<file path="config.mk">
export PLATFORM = sky130hd
export DESIGN_NAME = cycle_controller
export DESIGN_NICKNAME = d
export VERILOG_FILES = /design/src/rtl/mips_ctrl_pkg.sv /design/src/rtl/mem_timeout_counter.sv /design/src/rtl/cycle_controller.sv
export SDC_FILE = /design/constraint.sdc
export NUM_CORES = 1
export LEC_CHECK = 0
export CELL_PAD_IN_SITES_DETAIL_PLACEMENT = 0
export CELL_PAD_IN_SITES_GLOBAL_PLACEMENT = 1
export CORE_MARGIN = 1
export CORE_UTILIZATION = 40
export CTS_CLUSTER_DIAMETER = 50
export DETAILED_ROUTE_END_ITERATION = 10
export GPL_TIMING_DRIVEN = 0
export PLACE_DENSITY = 0.87
export SLEW_MARGIN = 20
export SYNTH_ARGS = -nofsm -noshare
export SYNTH_HDL_FRONTEND = slang
export SYNTH_HIERARCHICAL = 1
export SYNTH_SLANG_ARGS = --single-unit
</file>
<file path="constraint.sdc">
create_clock -name clk -period 2.3 [get_ports clk]
set_input_delay 0.345 -clock clk [delete_from_list [all_inputs] [get_ports clk]]
set_output_delay 0.345 -clock clk [all_outputs]
set_load 0.02 [all_outputs]
</file>
<file path="src/rtl/mips_ctrl_pkg.sv">
// Shared encodings for the multicycle MIPS control path: FSM state codes,
// next-PC source codes, the default memory timeout and the latched class flags.
package mips_ctrl_pkg;

   localparam logic [2:0] ST_FETCH     = 3'd0;
   localparam logic [2:0] ST_DECODE    = 3'd1;
   localparam logic [2:0] ST_EXECUTE   = 3'd2;
   localparam logic [2:0] ST_MEMORY    = 3'd3;
   localparam logic [2:0] ST_WRITEBACK = 3'd4;
   localparam logic [2:0] ST_HALT      = 3'd5;

   localparam logic [1:0] PCSEL_SEQ    = 2'd0;
   localparam logic [1:0] PCSEL_BRANCH = 2'd1;
   localparam logic [1:0] PCSEL_JUMP   = 2'd2;
   localparam logic [1:0] PCSEL_REG    = 2'd3;

   localparam int unsigned MEM_TIMEOUT_DEFAULT = 15;

   typedef struct packed {
      logic load;
      logic store;
      logic branch;
      logic jump;
      logic jump_reg;
      logic link;
      logic wr_reg;
      logic wr_hi;
      logic wr_lo;
      logic taken;
   } ctrl_flags_t;

   // Register jumps outrank absolute jumps, which outrank a taken branch.
   function automatic logic [1:0] select_next_pc(input ctrl_flags_t f);
      if (f.jump_reg)
         return PCSEL_REG;
      else if (f.jump)
         return PCSEL_JUMP;
      else if (f.branch && f.taken)
         return PCSEL_BRANCH;
      else
         return PCSEL_SEQ;
   endfunction

endpackage

</file>
<file path="src/rtl/mem_timeout_counter.sv">
// Counts stalled data-memory cycles; expired flags the cycle that uses up the
// last allowed wait so the controller can halt on that same edge.
module mem_timeout_counter
   import mips_ctrl_pkg::*;
#(
   parameter int unsigned TIMEOUT = MEM_TIMEOUT_DEFAULT
) (
   input  logic clk,
   input  logic rst_n,
   input  logic clear,
   input  logic enable,
   output logic expired
);

   localparam logic [7:0] LIMIT = 8'(TIMEOUT - 1);

   logic [7:0] r_count;

   always_ff @(posedge clk or negedge rst_n) begin
      if (!rst_n)
         r_count <= '0;
      else if (clear)
         r_count <= '0;
      else if (enable)
         r_count <= r_count + 8'd1;
   end

   assign expired = enable && (r_count == LIMIT);

endmodule

</file>
<file path="src/rtl/cycle_controller.sv">
// Multicycle MIPS control FSM: sequences fetch/decode/execute/memory/writeback,
// drives the datapath strobes and counts retired instructions.
module cycle_controller
   import mips_ctrl_pkg::*;
#(
   parameter int unsigned MEM_TIMEOUT = MEM_TIMEOUT_DEFAULT
) (
   input  logic        clk,
   input  logic        rst_n,
   input  logic        imem_ready,
   input  logic        dmem_ready,
   input  logic        load,
   input  logic        store,
   input  logic        branch,
   input  logic        jump,
   input  logic        jump_reg,
   input  logic        link,
   input  logic        write_to_register,
   input  logic        write_to_hi,
   input  logic        write_to_lo,
   input  logic        halt_inst,
   input  logic        branch_taken,
   output logic        ir_en,
   output logic        pc_en,
   output logic [1:0]  pc_sel,
   output logic        dmem_req,
   output logic        dmem_we,
   output logic        reg_we,
   output logic        hi_we,
   output logic        lo_we,
   output logic [2:0]  state,
   output logic        halted,
   output logic        error,
   output logic [31:0] retired
);

   logic [2:0]  r_state;
   logic [2:0]  w_next_state;
   ctrl_flags_t r_flags;
   ctrl_flags_t w_live_flags;
   ctrl_flags_t w_flags;
   logic        r_error;
   logic [31:0] r_retired;
   logic        w_complete;
   logic        w_set_error;
   logic        w_mem_clear;
   logic        w_mem_stall;
   logic        w_mem_expired;

   always_comb begin
      w_live_flags.load     = load;
      w_live_flags.store    = store;
      w_live_flags.branch   = branch;
      w_live_flags.jump     = jump;
      w_live_flags.jump_reg = jump_reg;
      w_live_flags.link     = link;
      w_live_flags.wr_reg   = write_to_register;
      w_live_flags.wr_hi    = write_to_hi;
      w_live_flags.wr_lo    = write_to_lo;
      w_live_flags.taken    = branch_taken;
   end

   // EXECUTE acts on the decoder's live flags; later states use the copy latched there.
   assign w_flags     = (r_state == ST_EXECUTE) ? w_live_flags : r_flags;
   assign w_mem_clear = (r_state != ST_MEMORY);
   assign w_mem_stall = (r_state == ST_MEMORY) && !dmem_ready;

   mem_timeout_counter #(
      .TIMEOUT(MEM_TIMEOUT)
   ) u_mem_timeout (
      .clk     (clk),
      .rst_n   (rst_n),
      .clear   (w_mem_clear),
      .enable  (w_mem_stall),
      .expired (w_mem_expired)
   );

   // Strobes are gated by rst_n so they vanish the moment reset asserts.
   always_comb begin
      w_next_state = r_state;
      w_complete   = 1'b0;
      w_set_error  = 1'b0;
      ir_en        = 1'b0;
      pc_en        = 1'b0;
      pc_sel       = PCSEL_SEQ;
      dmem_req     = 1'b0;
      dmem_we      = 1'b0;
      reg_we       = 1'b0;
      hi_we        = 1'b0;
      lo_we        = 1'b0;
      if (rst_n) begin
         case (r_state)
            ST_FETCH: begin
               if (imem_ready) begin
                  ir_en        = 1'b1;
                  w_next_state = ST_DECODE;
               end
            end
            ST_DECODE: begin
               w_next_state = halt_inst ? ST_HALT : ST_EXECUTE;
            end
            ST_EXECUTE: begin
               if (w_flags.load || w_flags.store)
                  w_next_state = ST_MEMORY;
               else if (w_flags.wr_reg || w_flags.wr_hi || w_flags.wr_lo || w_flags.link)
                  w_next_state = ST_WRITEBACK;
               else
                  w_complete = 1'b1;
            end
            ST_MEMORY: begin
               dmem_req = 1'b1;
               dmem_we  = w_flags.store && !w_flags.load;
               if (dmem_ready) begin
                  if (w_flags.load)
                     w_next_state = ST_WRITEBACK;
                  else
                     w_complete = 1'b1;
               end else if (w_mem_expired) begin
                  w_next_state = ST_HALT;
                  w_set_error  = 1'b1;
               end
            end
            ST_WRITEBACK: begin
               reg_we     = w_flags.wr_reg || w_flags.link;
               hi_we      = w_flags.wr_hi;
               lo_we      = w_flags.wr_lo;
               w_complete = 1'b1;
            end
            ST_HALT: begin
               w_next_state = ST_HALT;
            end
            default: begin
               w_next_state = ST_HALT;
               w_set_error  = 1'b1;
            end
         endcase
         if (w_complete) begin
            pc_en        = 1'b1;
            pc_sel       = select_next_pc(w_flags);
            w_next_state = ST_FETCH;
         end
      end
   end

   always_ff @(posedge clk or negedge rst_n) begin
      if (!rst_n) begin
         r_state   <= ST_FETCH;
         r_flags   <= '0;
         r_error   <= 1'b0;
         r_retired <= '0;
      end else begin
         r_state <= w_next_state;
         if (r_state == ST_EXECUTE)
            r_flags <= w_live_flags;
         if (w_set_error)
            r_error <= 1'b1;
         if (w_complete)
            r_retired <= r_retired + 32'd1;
      end
   end

   assign state   = r_state;
   assign halted  = (r_state == ST_HALT);
   assign error   = r_error;
   assign retired = r_retired;

endmodule

</file>
# == After elaboration in Yosys (flattened, before gate mapping) ==
# Cells that the tools add are included.
# totals
regBits,54
in_bits,15
elab_cells,86
# classes
n_addsub,2
eq_ne,12
n_mux,43
reduce_logical,15
# op_table
op,count
$add A32 B1 Y32 const B,1
$mux W1,25
$mux W3,8
$mux W8,2
$pmux W3 S5,1
$mux W10,1
$add A8 B1 Y8 const B,1
$eq A8 B4 Y1 const B,1
$mux W2,4
$eq A3 B2 Y1 const B,2
$eq A3 B3 Y1 const B,2
$reduce_and A6 Y1,1
$logic_or A1 B1 Y1,5
$reduce_or A5 Y1,1
$logic_and A1 B1 Y1,4
$ne A4 B1 Y1 const B,1
$ne A4 B2 Y1 const B,1
$ne A4 B3 Y1 const B,1
$eq A3 B1 Y1 const B,1
$logic_not A3 Y1,1
$ne A3 B2 Y1 const B,1
$ne A3 B3 Y1 const B,1
$pmux W1 S3,1
$logic_not A1 Y1,2
other kinds (3),3

# == Depth between registers and ports, before layout ==
# Gate-level depths: netlist (run 1).
# logic_depth
word_depth,11
ltp_mapped,11

# == Modules after synthesis ==
# Netlist (run 1), hierarchy kept.
# by_module_without_submodules
mod,instances,cells_per_inst,area_per_inst_um2
cycle_controller,1,216,2436.1
mem_timeout_counter,1,41,410.4

# == Least setup slack after synthesis (run 1) ==
# No wires, ideal clock.
# synth_path
kind,register to register
from,"register r_state[0], in the netlist state[0]"
to,"register r_state[2], in the netlist state[2]"
setup_time_ps,78
arrival_time_ps,2216
t_required_ps,2222
slack_ps,6
stages_incl_launch_ff,12
path_buffers,3
period_less_slack_ps,2294
path_cell_list,dfrtp_1 > buf_2 > clkbuf_1 > nand2_1 > nor2_1 > buf_4 > nand3_1 > nor3_1 > inv_1 > a41o_1 > a221o_1 > a21oi_1
# synth_via
word_cells_on_any_way,27
classes_between,eq/ne (9); mux (10); reduce/logical (8)
# synth_rtl
item,line,source
from (decl),cycle_controller.sv:37,logic [2:0] r_state;
from (signal assigned),cycle_controller.sv:152,r_state <= w_next_state;
$eq A3 B2 Y1,cycle_controller.sv:66,assign w_mem_stall = (r_state == ST_MEMORY) && !dmem_ready;
$logic_and A1 B1 Y1,cycle_controller.sv:66,
via w_mem_stall,cycle_controller.sv:47,logic w_mem_stall;
$logic_and A1 B1 Y1,mem_timeout_counter.sv:28,assign expired = enable && (r_count == LIMIT);
via w_mem_expired,cycle_controller.sv:48,logic w_mem_expired;
$ne A4 B2 Y1 (no line),--,
$reduce_and A6 Y1 (no line),--,
# The timed path passes the listed nets, and every way through them passes these cells. The select of a mux whose other input is x is not followed.
# A chain may end at the register's enable or synchronous reset.

# == Worst setup path in the final report (run 1) ==
# layout_path
from,"register r_state[1], in the netlist state[1]"
to,output pc_sel[1]
# layout_via
elab_chain_len,11
word_cells_on_any_way,18
classes_between,eq/ne (3); mux (11); reduce/logical (4)
# layout_lines
item,line,source
$eq A3 B2 Y1,"cycle_controller.sv:64, cycle_controller.sv:92",
$mux W10,--,
$logic_or A1 B1 Y1 (3 in a row),cycle_controller.sv:105,else if (w_flags.wr_reg || w_flags.wr_hi || w_flags.wr_lo || w_flags.link)
$mux W1,cycle_controller.sv:105,
$mux W1,cycle_controller.sv:103,if (w_flags.load || w_flags.store)
$pmux W1 S3,cycle_controller.sv:92,case (r_state)
$mux W1,cycle_controller.sv:91,if (rst_n) begin
$mux W2 *,cycle_controller.sv:137,if (w_complete) begin
$mux W2 *,cycle_controller.sv:91,
to (decl),cycle_controller.sv:25,"output logic [1:0] pc_sel,"
# Every way passes the cells marked *; elsewhere a longest branch is shown, timed or not. The select of a mux whose other input is x is not followed.

==> results of run 1 <==
==> per-layer routing <==
layer	wire [µm]	up-vias	GRT usage [%]
li1	-	1060	-
met4	56	0	5.00
met1	2910	1077	23.4
met2	2820	47	27.7
met5	0	-	0
met3	217	5	3.43
==> placed cells by master, fill, tap and decap left out, drive strengths merged, types with 2 or more instances in the layout <==
| master | count |
|---|---|
| nor3b | 5 |
| and4 | 4 |
| buf | 27 |
| a21oi | 7 |
| or3 | 3 |
| xnor2 | 8 |
| inv | 11 |
| nor3 | 19 |
| clkinv | 2 |
| nand2b | 2 |
| clkdlybuf4s50 | 50 |
| and3 | 8 |
| dfrtp | 54 |
| nor4 | 5 |
| a41o | 2 |
| mux2i | 2 |
| nand3 | 10 |
| dlygate4sd2 | 4 |
| nand4 | 10 |
| ha | 3 |
| clkbuf | 8 |
| xor2 | 27 |
| mux2 | 7 |
| nor2 | 18 |
| o21ai | 9 |
| nand2 | 22 |
==> synthesized netlist by cell type, types with 2 or more instances <==
cell,instances
nor3_1,5
nor4_2,2
nor4_1,2
xor2_1,27
nand2b_1,2
and4_1,4
nor3_2,14
dfrtp_1,54
nand4_1,7
buf_2,3
nand4_4,2
ha_1,3
xnor2_1,8
clkbuf_1,3
nand2_1,22
buf_4,3
mux2_2,7
nor3b_2,5
nor2_1,18
a21oi_1,7
nand3_1,9
or3_1,3
buf_6,2
inv_1,10
o21ai_0,7
and3_1,7
mux2i_1,2
==> cells by family after synthesis <==
| kind of cell | synth area share, % |
|---|---|
| xor+xnor | 10.8 |
| fa+ha+maj | 1.32 |
| mux | 3.47 |
| buf+inv | 3.96 |
| simple gates | 25.8 |
| compound gates | 7.17 |
| flops | 47.5 |
==> sequential cells by signal, summed over array words and instances (netlist names) <==
| register | flops |
|---|---|
| r_flags | 10 |
| retired | 32 |
| u_mem_timeout/r_count | 8 |
| error | 1 |
| state | 3 |
==> cell type report <==
class	count	area [µm²]
Sequential cell	54	1350
Tap cell	96	120
Fill cell	617	2980
Multi-Input combinational cell	181	1460
Inverter	11	43.8
Clock inverter	2	13.8
Timing Repair Buffer	74	703
Buffer	11	95.1
Clock buffer	6	72.6
==> what timing repair did <==
item,CTS,global route
setup endpoints to repair,12,8
setup buffers,5,7
pin swaps,3,4
endpoints found under the hold margin,13,0
hold buffers,1,0
resized for setup,33,15
==> worst register-to-register path: stages (launching register included) <==
cell and delay [ps]:
dfrtp_1 380, buf_6 140, nor2b_4 190, nand2_1 90, nor2_1 90, buf_4 160
nand3_1 140, nor3_2 170, inv_1 60, a41o_1 260, a221o_1 280, a21oi_2 130
==> power groups by stage <==
stage / Combinational, mW / Clock, mW / Sequential (mW)
5_1_grt: 1.22 / 0.595 / 1.23
2_1_floorplan: 0.516 / 0 / 1.28
3_3_place_gp: 0.932 / 0 / 1.21
4_1_cts: 1.02 / 0.546 / 1.20
3_5_place_dp: 0.946 / 0 / 1.21
6_report: 1.14 / 0.528 / 1.21
==> path summary, 6_finish.rpt <==
kind / start / slack (ps) / endpoint
worst max-delay path: state[1] / 80 / pc_sel[1]
worst min-delay path: rst_n / 20 / error
worst max register to register: state[1] / 130 / state[2]
worst min register to register: retired[31] / 470 / retired[31]
max in group asynchronous: rst_n / 1270 / r_flags[6]
min in group clk: retired[31] / 470 / retired[31]
==> results.md, run 1 <==
* Final total power at 2.87 mW
* Hold Vio Cnt, Final at 0
* I/O Pins at 61
* RSZ-0062 raised after global routing: yes
* Flop pwr share at between 40 and 50%
* Critical Setup Path Class: reg -> out
* Max-slew violation count at 0
* Max Cap Violations at 0
* Final nets at roughly 360
* Post-place setup slack at -430 ps
* Normalized max-slew margin at between 50% and 60%
* Worst Path Max Fanout at 9
* Crit-path cells: buf_6 > nor2b_4 > buf_4 > a41o_4 > o21ai_4 > a21oi_1 > buf_4
* Clk Latency, worst-skew pair at 310 ps
* Final setup violation count at 0
* # diodes at 0
* Post-Place Cell Area at 0.00358 mm²
* Final setup margin at 79.1 ps
* Placed Instances at between 400 and 500
* Synthesized flop and latch total at between 50 and 60
* Mapped cell area at between 0.002 and 0.003 mm²
* Reg clk slew, reported paths at around 90 ps
* Post-Synthesis Cells at ~260
* Num CTS Buffers at 5
* Mean post-synth cell area at 11.1 µm²
* Setup TNS Final at 0 ps
* Vias in the first global route at 2091
* WP depth at 7
* Worst Path Required at about 2000 ps
* Initial Utilization at 41.7%
* Area growth, synth to finish at 35.5%
* Clock Skew at about 4.2 ps
* Largest net degree at the start of global routing at between 40 and 50
* Die height at between 80 and 90 µm
* Count of different cell masters after synthesis at 46
* DRT iter0 DRCs at 120
* CP max stage delay at around 400 ps
* Via count at ~2200
* Post-DP HPWL at 4180 µm
* Clk buf depth at 2
* Clock Sinks at between 50 and 60
* Comb power frac at 39.5%
* Width of the chip at around 86 µm
* Yosys warnings at 6
* Share of post-route cells with drive strength above 1 at a little under a quarter
* VDD IR max at 0.548 mV
* Critical path buffers and inverters at 3
* Type of origin of the critical path: flop
* Pwr dens at about 750 mW/mm²
* Internal power at about 1.9 mW
* Core area at ~0.0068 mm²
* Top cell type's share of synthesized area at 47.5%
* Util after Layout at 56.4%
* Leakage power at between 1.5 and 2 nW
* GP Congestion at 0.820
* Total track usage at between 15 and 20%
* IO Port Bufs at 60
* Number of synthesized flops with an enable pin at 0
* Worst path arrival time at 1880 ps
* CP most frequent cell: buf_4
* Sequential-to-total area share from yosys stat at between 40% and 50%
* Switching share of power at 34.3%
* Finished Cell Area at around 0.0039 mm²
* Final hold slack at roughly 19 ps
* Worst reg-to-reg path cell count at 11
* Rows at 30
* Fin crit period at roughly 2200 ps
* Total die area at between 0.007 and 0.008 mm²
* Layout Cells excl Fill at 435
* Global-route wire length before repair at just over 10000 µm
* Routed len/inst at approximately 14 µm
* Congestion Overflow GR at 0
* HP Class: in -> async
* Slowest CP cell: dfrtp_1
* Family with the most delay on the worst path: compound AO/OA/AOI/OAI gates
* Cell taking the most area after synthesis: dfrtp_1
* Antenna viol nets, final at 0
* CTS tree: built
* FFs w/ async S/R, synth at between 90% and 100%
* Via-to-Cell Ratio at just over 5
* Outcome: finished clean
* Root buf cell: clkbuf_8
* Crit. End Element: output pin
* Top_reg_cell synth: dfrtp_1
* Initial antenna violation count at 0
* Detailed Route WL at 6000 µm
* NetSw at ~0.99 mW
* Max Fclk at 450 MHz
* Clock power frac at 18.4%
* Net count after synthesis at approximately 280
* Least-Margin Pin Slew at ~630 ps
* H-tree depth at 2
* Drt pass-1 iters at 4
* Part of the cycle the worst path needs at between 90% and 100%
* DRC at 0
* Synth area leaders: dfrtp_1 47%, xor2_1 8.3%, nor3_2 4.9%
Power figures use the tool's default switching activity.
==> inputs of run 2 (changes only) <==
--- a/config.mk
+++ b/config.mk
@@ -7,6 +7,7 @@
 export LEC_CHECK = 0
 export CELL_PAD_IN_SITES_DETAIL_PLACEMENT = 0
 export CELL_PAD_IN_SITES_GLOBAL_PLACEMENT = 1
+export CORE_ASPECT_RATIO = 1.4
 export CORE_MARGIN = 1
 export CORE_UTILIZATION = 40
 export CTS_CLUSTER_DIAMETER = 50
==> results.md, run 2 (synthesized netlist as in run 1, its figures left out) <==
* R2r setup slk at 70 ps (was 130 ps)
* Layout Cells excl Fill at 436 (was 435)
* GP Congestion at 0.781 (was 0.820)
* Normalized max-slew margin at 59.7% (was 58.1%)
* Post-DP HPWL at 4180 µm (about the same)
* Final total power at 2.98 mW (was 2.87 mW)
* Worst Path Required at 1960 ps (about the same)
* Placed Instances at 412 (was 414)
* Outcome: finished clean (unchanged)
* Clk Latency, worst-skew pair at 300 ps (was 310 ps)
* Least-Margin Pin Slew at 604 ps (was 627 ps)
* Post-Place Cell Area at 0.00356 mm² (was 0.00358 mm²)
* Setup TNS Final at 0 ps (unchanged)
* Final hold slack at 3.22 ps (was 19.2 ps)
* Final setup margin at 8.30 ps (was 79.1 ps)
* Clk buf depth at 2 (unchanged)
* Part of the cycle the worst path needs at 99.6% (was 96.6%)
* DRT iter0 DRCs at 100 (was 120)
* Worst path arrival time at 1950 ps (was 1880 ps)
* R2R Path Start: u_mem_timeout/r_count[0] (was state[1])
* # diodes at 0 (unchanged)
* Max-slew violation count at 0 (unchanged)
* Initial Utilization at 41.0% (was 41.7%)
* Total track usage at 17.6% (was 17.1%)
* Worst Setup SP: state[0] (was state[1])
* H-tree depth at 2 (unchanged)
* Util after Layout at 56.4% (about the same)
* Reg clk slew, reported paths at 90 ps (about the same)
* Rows at 36 (was 30)
* Clock Skew at 4.89 ps (was 4.24 ps)
* Worst Path Max Fanout at 7 (was 9)
* Root buf cell: clkbuf_8 (unchanged)
* Fin crit period at 2290 ps (was 2220 ps)
* Commonest non-fill, non-tap cell in the layout: dfrtp_1 (unchanged)
* Type of origin of the critical path: flop (unchanged)
* Vias in the first global route at 2157 (was 2091)
* DRC at 0 (unchanged)
* CP endpoint: pc_sel[0] (was pc_sel[1])
* CTS tree: built (unchanged)
* Final nets at 358 (was 356)
* Width of the chip at 73.3 µm (was 86.4 µm)
* Die height at 102 µm (was 86.4 µm)
* Pwr dens at 761 mW/mm² (was 745 mW/mm²)
* Global-route wire length before repair at 10200 µm (was 10100 µm)
* Core area at 0.00694 mm² (was 0.00683 mm²)
* VDD IR max at 0.787 mV (was 0.548 mV)
* Congestion Overflow GR at 0 (unchanged)
* Max reg flops at 32 (unchanged)
* Initial antenna violation count at 0 (unchanged)
* Finished Cell Area at 0.00391 mm² (was 0.00386 mm²)
* Most frequent cells in the layout: 54 x dfrtp_1, 50 x clkdlybuf4s50_1, 27 x xor2_1 (unchanged)
* HP Class: in -> async (unchanged)
* RSZ-0062 raised after global routing: yes (unchanged)
* Worst reg-to-reg path cell count at 8 (was 11)
* I/O Pins at 61 (unchanged)
* Antenna viol nets, final at 0 (unchanged)
* Via count at 2196 (was 2189)
* Post-place setup slack at -478 ps (was -430 ps)
* Clock Sinks at 54 (unchanged)
* Num CTS Buffers at 5 (unchanged)
* R2r endpoint: state[2] (unchanged)
* Area growth, synth to finish at 37.5% (was 35.5%)
* Total die area at 0.00746 mm² (about the same)
* Detailed Route WL at 6220 µm (was 6000 µm)
* Critical Setup Path Class: reg -> out (unchanged)
* Final setup violation count at 0 (unchanged)
* Routed len/inst at 14.3 µm (was 13.8 µm)
* Max Fclk at 436 MHz (was 450 MHz)
* Hold Vio Cnt, Final at 0 (unchanged)
* IO Port Bufs at 60 (unchanged)
* Share of post-route cells with drive strength above 1 at 25.2% (was 23.6%)
* Crit. End Element: output pin (unchanged)
* Drt pass-1 iters at 4 (unchanged)
* Largest net degree at the start of global routing at 55 (was 43)
* Via-to-Cell Ratio at 5.04 (was 5.03)
* Leakage power at 1.78 nW (was 1.76 nW)
* Max Cap Violations at 0 (unchanged)
run 2: what timing repair did:
action,CTS,global route
setup endpoints to repair,12,8
hold buffers,1,0
resized for setup,33,18
endpoints found under the hold margin,54,0
buffers inserted,5,10
pin swaps,4,5
run 2: cell type report:
cell class / instances / area, µm²
plain buffers: 11 / 95.1
clock buffers: 8 / 110
fillers: 617 / 3020
inverters: 11 / 41.3
multi-input cells: 181 / 1470
flip-flops and latches: 54 / 1350
well taps: 95 / 119
repair buffers: 76 / 732
run 2: worst min-delay path by stage:
stage             endpoint  slack [ps]
2_1_floorplan        error          50
3_3_place_gp   retired[31]         460
3_5_place_dp    r_flags[3]         440
4_1_cts           state[1]           6
5_1_grt         r_flags[3]          20
6_report          state[1]           3
run 2: metal layers:
metal | routed length [µm] | global-route usage [%]
met1 | 2610 | 21.5
met2 | 3360 | 30.8
met3 | 156 | 2.86
met4 | 106 | 6.95
met5 | 0 | 0
run 2: power breakdown:
group          switching (mW)  leakage (nW)  internal [mW]  total [mW]
Combinational           0.588          1.02          0.584        1.17
Sequential              0.104         0.707           1.10        1.20
Clock                   0.298        0.0575          0.304       0.603
Total                   0.991          1.78           1.99        2.98
run 2: critical path, cell delays in order (launching register included):
cell and delay (ps):
dfrtp_1 400, buf_6 150, nor3b_4 260, buf_6 180, mux2i_4 260, nand3_2 100
a21oi_2 130, buf_4 150
==> inputs of run 3 (changes only) <==
--- a/config.mk
+++ b/config.mk
@@ -10,7 +10,7 @@
 export CORE_ASPECT_RATIO = 1.4
 export CORE_MARGIN = 1
 export CORE_UTILIZATION = 40
-export CTS_CLUSTER_DIAMETER = 50
+export CTS_CLUSTER_DIAMETER = 80
 export DETAILED_ROUTE_END_ITERATION = 10
 export GPL_TIMING_DRIVEN = 0
 export PLACE_DENSITY = 0.87
==> results of run 3 <==
Same layout as run 2: the final DEF is identical, and so are final timing and power.
